[src/rtl/disp_pkg.sv]
// Shared constants and helpers for the multiplexed 7-segment display driver.
// Glyphs are stored active-high in a..g order (bit6 = a, bit0 = g).
package disp_pkg;

    localparam logic [6:0] GLYPH_0 = 7'b1111110;
    localparam logic [6:0] GLYPH_1 = 7'b0110000;
    localparam logic [6:0] GLYPH_2 = 7'b1101101;
    localparam logic [6:0] GLYPH_3 = 7'b1111001;
    localparam logic [6:0] GLYPH_4 = 7'b0110011;
    localparam logic [6:0] GLYPH_5 = 7'b1011011;
    localparam logic [6:0] GLYPH_6 = 7'b1011111;
    localparam logic [6:0] GLYPH_7 = 7'b1110000;
    localparam logic [6:0] GLYPH_8 = 7'b1111111;
    localparam logic [6:0] GLYPH_9 = 7'b1111011;
    localparam logic [6:0] GLYPH_A = 7'b1110111;
    localparam logic [6:0] GLYPH_B = 7'b0011111;
    localparam logic [6:0] GLYPH_C = 7'b1001110;
    localparam logic [6:0] GLYPH_D = 7'b0111101;
    localparam logic [6:0] GLYPH_E = 7'b1001111;
    localparam logic [6:0] GLYPH_F = 7'b1000111;

    localparam logic [6:0] SEG_BLANK = 7'b0000000;

    // Converts an active-high segment pattern to the pin level of the board.
    function automatic logic [6:0] apply_pol(input logic [6:0] s, input bit active_low);
        return active_low ? ~s : s;
    endfunction

endpackage

[src/rtl/module_seg7_hex.sv]
// Combinational hex-to-7-segment decoder, active-high output in a..g order.
module module_seg7_hex
    import disp_pkg::*;
(
    input  logic [3:0] hex_i,
    output logic [6:0] seg_o
);

    // Table lookup from the 4-bit nibble to its glyph
    always_comb begin
        seg_o = SEG_BLANK;
        unique case (hex_i)
            4'h0: seg_o = GLYPH_0;
            4'h1: seg_o = GLYPH_1;
            4'h2: seg_o = GLYPH_2;
            4'h3: seg_o = GLYPH_3;
            4'h4: seg_o = GLYPH_4;
            4'h5: seg_o = GLYPH_5;
            4'h6: seg_o = GLYPH_6;
            4'h7: seg_o = GLYPH_7;
            4'h8: seg_o = GLYPH_8;
            4'h9: seg_o = GLYPH_9;
            4'hA: seg_o = GLYPH_A;
            4'hB: seg_o = GLYPH_B;
            4'hC: seg_o = GLYPH_C;
            4'hD: seg_o = GLYPH_D;
            4'hE: seg_o = GLYPH_E;
            4'hF: seg_o = GLYPH_F;
            default: seg_o = SEG_BLANK;
        endcase
    end

endmodule

[src/rtl/module_disp_scan.sv]
// Time-multiplexed N-digit 7-segment driver. A prescaler paces one digit per
// slot; the displayed word is latched into shadow registers only at the frame
// wrap so a frame never mixes old and new digits.
module module_disp_scan
    import disp_pkg::*;
#(
    parameter int N_DIGITS       = 4,
    parameter int REFRESH_DIV    = 27000,
    parameter bit SEG_ACTIVE_LOW = 1'b1,
    parameter bit AN_ACTIVE_LOW  = 1'b1,
    parameter bit LZ_BLANK       = 1'b1
) (
    input  logic                    clk,
    input  logic                    rst,
    input  logic [4*N_DIGITS-1:0]   value,
    input  logic [N_DIGITS-1:0]     dp,
    input  logic                    en,
    output logic [6:0]              seg,
    output logic                    dp_o,
    output logic [N_DIGITS-1:0]     an,
    output logic                    frame_tick
);

    localparam int IDX_W = (N_DIGITS > 1) ? $clog2(N_DIGITS) : 1;
    localparam int PRE_W = (REFRESH_DIV > 1) ? $clog2(REFRESH_DIV) : 1;

    localparam logic [IDX_W-1:0]    LAST_IDX = IDX_W'(N_DIGITS - 1);
    localparam logic [PRE_W-1:0]    LAST_PRE = PRE_W'(REFRESH_DIV - 1);
    localparam logic [6:0]          SEG_OFF  = apply_pol(SEG_BLANK, SEG_ACTIVE_LOW);
    localparam logic                DP_OFF   = SEG_ACTIVE_LOW;
    localparam logic [N_DIGITS-1:0] AN_OFF   = AN_ACTIVE_LOW ? {N_DIGITS{1'b1}} : {N_DIGITS{1'b0}};

    // Reject configurations the scan logic was not built for
    if (N_DIGITS < 1 || N_DIGITS > 8) begin : gBadDigits
        $error("module_disp_scan: N_DIGITS must be in 1..8");
    end
    if (REFRESH_DIV < 1) begin : gBadDiv
        $error("module_disp_scan: REFRESH_DIV must be at least 1");
    end

    logic [PRE_W-1:0]      presc_q, presc_d;
    logic [IDX_W-1:0]      idx_q, idx_d;
    logic [4*N_DIGITS-1:0] shadowVal_q, shadowVal_d;
    logic [N_DIGITS-1:0]   shadowDp_q, shadowDp_d;
    logic                  frameTick_q, frameTick_d;
    logic [6:0]            seg_q, seg_d;
    logic                  dpOut_q, dpOut_d;
    logic [N_DIGITS-1:0]   an_q, an_d;

    logic                  slotTick;
    logic                  frameWrap;
    logic [3:0]            curHex;
    logic                  curDp;
    logic                  curLeadZero;
    logic                  zeroRun;
    logic [N_DIGITS-1:0]   anOneHot;
    logic [6:0]            glyph;
    logic [6:0]            segActive;

    // Scan timing: prescaler paces slots, idx walks digits, shadow reloads at frame wrap
    always_comb begin
        slotTick    = (presc_q == LAST_PRE);
        frameWrap   = slotTick && (idx_q == LAST_IDX);
        presc_d     = slotTick ? '0 : presc_q + 1'b1;
        idx_d       = idx_q;
        if (slotTick) begin
            idx_d = (idx_q == LAST_IDX) ? '0 : idx_q + 1'b1;
        end
        shadowVal_d = frameWrap ? value : shadowVal_q;
        shadowDp_d  = frameWrap ? dp : shadowDp_q;
        frameTick_d = frameWrap;
    end

    // Pick the active shadow digit and decide whether it is a leading zero;
    // zeroRun accumulates "all digits from the top down to here are zero"
    always_comb begin
        curHex      = 4'h0;
        curDp       = 1'b0;
        curLeadZero = 1'b0;
        zeroRun     = 1'b1;
        anOneHot    = '0;
        for (int i = N_DIGITS - 1; i >= 0; i--) begin
            zeroRun     = zeroRun & (shadowVal_q[4*i +: 4] == 4'h0);
            anOneHot[i] = (idx_q == IDX_W'(i));
            if (idx_q == IDX_W'(i)) begin
                curHex      = shadowVal_q[4*i +: 4];
                curDp       = shadowDp_q[i];
                curLeadZero = zeroRun && (i != 0);
            end
        end
    end

    module_seg7_hex uDecoder (
        .hex_i (curHex),
        .seg_o (glyph)
    );

    // Output pin levels: blanking first, then enable gating, polarity applied last
    always_comb begin
        segActive = (LZ_BLANK && curLeadZero) ? SEG_BLANK : glyph;
        seg_d     = SEG_OFF;
        dpOut_d   = DP_OFF;
        an_d      = AN_OFF;
        if (en) begin
            seg_d   = apply_pol(segActive, SEG_ACTIVE_LOW);
            dpOut_d = curDp ^ SEG_ACTIVE_LOW;
            an_d    = anOneHot ^ AN_OFF;
        end
    end

    // State and output registers with synchronous reset to the idle display
    always_ff @(posedge clk) begin
        if (rst) begin
            presc_q     <= '0;
            idx_q       <= '0;
            shadowVal_q <= '0;
            shadowDp_q  <= '0;
            frameTick_q <= 1'b0;
            seg_q       <= SEG_OFF;
            dpOut_q     <= DP_OFF;
            an_q        <= AN_OFF;
        end else begin
            presc_q     <= presc_d;
            idx_q       <= idx_d;
            shadowVal_q <= shadowVal_d;
            shadowDp_q  <= shadowDp_d;
            frameTick_q <= frameTick_d;
            seg_q       <= seg_d;
            dpOut_q     <= dpOut_d;
            an_q        <= an_d;
        end
    end

    assign seg        = seg_q;
    assign dp_o       = dpOut_q;
    assign an         = an_q;
    assign frame_tick = frameTick_q;

endmodule
[config.mk]
export PLATFORM = sky130hd
export DESIGN_NAME = module_disp_scan
export DESIGN_NICKNAME = d
export VERILOG_FILES = /design/src/rtl/disp_pkg.sv /design/src/rtl/module_seg7_hex.sv /design/src/rtl/module_disp_scan.sv
export SDC_FILE = /design/constraint.sdc
export NUM_CORES = 1
export LEC_CHECK = 0
export ABC_AREA = 1
export CORE_MARGIN = 1
export CORE_UTILIZATION = 58
export DETAILED_ROUTE_END_ITERATION = 16
export PLACE_DENSITY_LB_ADDON = 0.15
export SETUP_SLACK_MARGIN = 0.1
export SLEW_MARGIN = 30
export SYNTH_ARGS = -nofsm -noshare
export SYNTH_HDL_FRONTEND = slang
export SYNTH_SLANG_ARGS = --single-unit
[constraint.sdc]
create_clock -name clk -period 4.75 [get_ports clk]
set_input_delay 0.95 -clock clk [delete_from_list [all_inputs] [get_ports clk]]
set_output_delay 0.95 -clock clk [all_outputs]
set_load 0.005 [all_outputs]
==> out/results.ini <==
[sta]
setup-tns-final_ns=0
min_period_over_period_pct=47.4
rsz0062_at_grt=false
maxSlewViolCount=0
fmax_ghz=0.444
hold_violations=0
worst_pin_slew_ns=0.623
fin_crit_ns=2.25
slew_headroom_pct=58.5
setup_ws_ns=2.50
finalSetupViolations=0
finClkSkew_ns=0.00835

[clocking]
path_clk_slew_ns=0.09
cts.sinks=50
numCtsBuffers=5
cts.htree.levels=2
cts_setup_buffers=0
cts_tree=yes
post_cts_resize_count=0
cts-root-buf=clkbuf_8
ctsLongestPathBuffers=2
hold_buffers=0
insertion_delay_ns=0.30

[die]
io-pin-count=36
start_util_pct=60.2
dieArea_um2=4420
die_y_um=66.5
fp.dieW_um=66.5
core-area_um2=4000
rows=23

[logic_synthesis]
async_reset_ff_share_pct=0
synthTopCellsByArea=dfxtp_1 42%, nand2_1 16%, ha_1 5.7%
yosysTopAreaCellShare_pct=41.5
avgSynthCellArea_um2=7.58
synthCells=318
synthTopCellsByCount=105 x nand2_1, 50 x dfxtp_1, 31 x inv_1
synth_nets=352
syn_area_um2=2410
yosys_warnings=0
synth-seq-cells=50
synth_flop_cell=dfxtp_1
synth-edff-count=0
ys_seq_area_share_pct=41.5
synth_largest_area_cell=dfxtp_1
netlist-cell-type-count=34
yosysMostFrequentCell=nand2_1

[cells_and_area]
nNetsFinal=386
diodes=0
final_util_pct=70.6
drive_gt1_share_pct=8.78
multi_input_area_um2=1190
fill_cells=354
seqCellArea_um2=1000
fin_area_um2=2830
area_growth_pct=17.2
fin_cells=403

[worst_setup_path]
path_class=reg2reg
critPathMaxStageDelay_ns=0.34
cp-start-kind=flip-flop
cp_slowest_cell=dfxtp_1
crit_arrival_ns=2.43
cp_max_fo=8
crit_chain=inv_1 -> ha_1 -> inv_1 -> or2_2 -> nand2_1 -> inv_1 -> ha_1 -> nand2_1 -> o21ai_0 -> nand2_1 -> nand3_1
cp-end-kind=flip-flop
cp_data_required_time_ns=4.93

[pwr]
vdd_ir_drop_max_mv=0.170
p_per_area_nw_per_um2=253
power.leakage_nw=1.19

[drt]
detail_route.wirelength_um=4570
drt_first_pass_iters=4
wire_per_inst_um=11.3
drc=0
vias=2078
drtIter0Drc=131
vias_per_cell=5.16
ant_nets=0

[run]
max-cap-violations=0

[status]
status=completed

[placed_design]
dp_cells=395
dp_slack_ns=2.29
dp_hpwl_um=3390
numPortBuffers=35
gp_congestion=0.834
dpl_cell_area_um2=2730

[global_routing]
grt_antenna_before_repair=0
grt_max_degree=22
grt_pass1_vias=1959
grt_usage_pct=24.0
gr-total-overflow=0
grt_pass1_wl_um=7960

[worst_hold_path]
hp-class=reg2reg

-- path summary, 6_finish.rpt --
kind | from | end | slack [ns] | cells after the start
min | shadowVal_q[1] | shadowVal_q[1] | 0.45 | 2
max | idx_q[0] | seg[1] | 2.50 | 11
min reg2reg | shadowVal_q[1] | shadowVal_q[1] | 0.45 | 2
max reg2reg | idx_q[0] | seg[1] | 2.50 | 11
-- layer usage --
metal  part of all wire [%]  track usage (%)  routed length [µm]  vias to the layer above
met3                    3.4             6.16                 157                        7
met4                    1.8             9.04                  81                        0
li1                       -                -                   -                     1079
met2                     50             44.4                2280                       40
met1                     45             25.9                2050                      952
met5                      0                0                   0                        -
-- worst max-delay path, delay by kind of cell, from the launching register on --
family | cells | cell delay [ns]
buf+inv | 3 | 0.38
fa+ha+maj | 2 | 0.57
flops | 1 | 0.34
simple gates | 5 | 0.74
compound gates | 1 | 0.11
-- flip-flops by register name, indices dropped and copies added, names as in the netlist --
register     count
an               4
presc_q         15
shadowDp_q       4
idx_q            2
seg              7
frame_tick       1
dp_o             1
shadowVal_q     16
-- stage by stage --
stage / hold WS, ns / power, mW
6_report: 0.450 / 0.716
4_1_cts: 0.452 / 0.724
2_1_floorplan: 0.411 / 0.450
3_3_place_gp: 0.423 / 0.476
3_5_place_dp: 0.434 / 0.476
5_1_grt: 0.471 / 0.743
-- layout by cell type (no fill, tap or decap), drive strengths merged --
cell,n
nand2,108
dfxtp,50
clkdlybuf4s50,35
inv,33
nor2,26
nand3,25
o21ai,17
a21oi,13
ha,11
clkbuf,7
nor3,7
xor2,4
nor3b,4
nand4,4
or2,3
o211ai,2
o31ai,1
a31oi,1
nor4,1
clkinv,1
-- power breakdown --
group | internal [mW] | total, mW | switching [mW]
Combinational | 0.0248 | 0.0399 | 0.0151
Clock | 0.118 | 0.250 | 0.132
Sequential | 0.424 | 0.426 | 0.00221
-- kinds of logic (layout without fill, tap and decap cells) --
group | after synthesis | count (layout) | share of synthesized area [%]
buf+inv | 41 | 76 | 9.19
simple gates | 178 | 178 | 33.4
compound gates | 34 | 34 | 8.67
xor+xnor | 4 | 4 | 1.45
fa+ha+maj | 11 | 11 | 5.71
flops | 50 | 50 | 41.5
-- area by class of cell --
cell class | instances | share of cell area (%)
multi-input combinational | 227 | 42.2
sequential | 50 | 35.4
timing repair buffer | 35 | 12.4
inverter | 33 | 4.56
clock buffer | 7 | 3.06
tap | 50 | 2.21
clock inverter | 1 | 0.177
No activity file was read; power rests on OpenSTA's default activity.
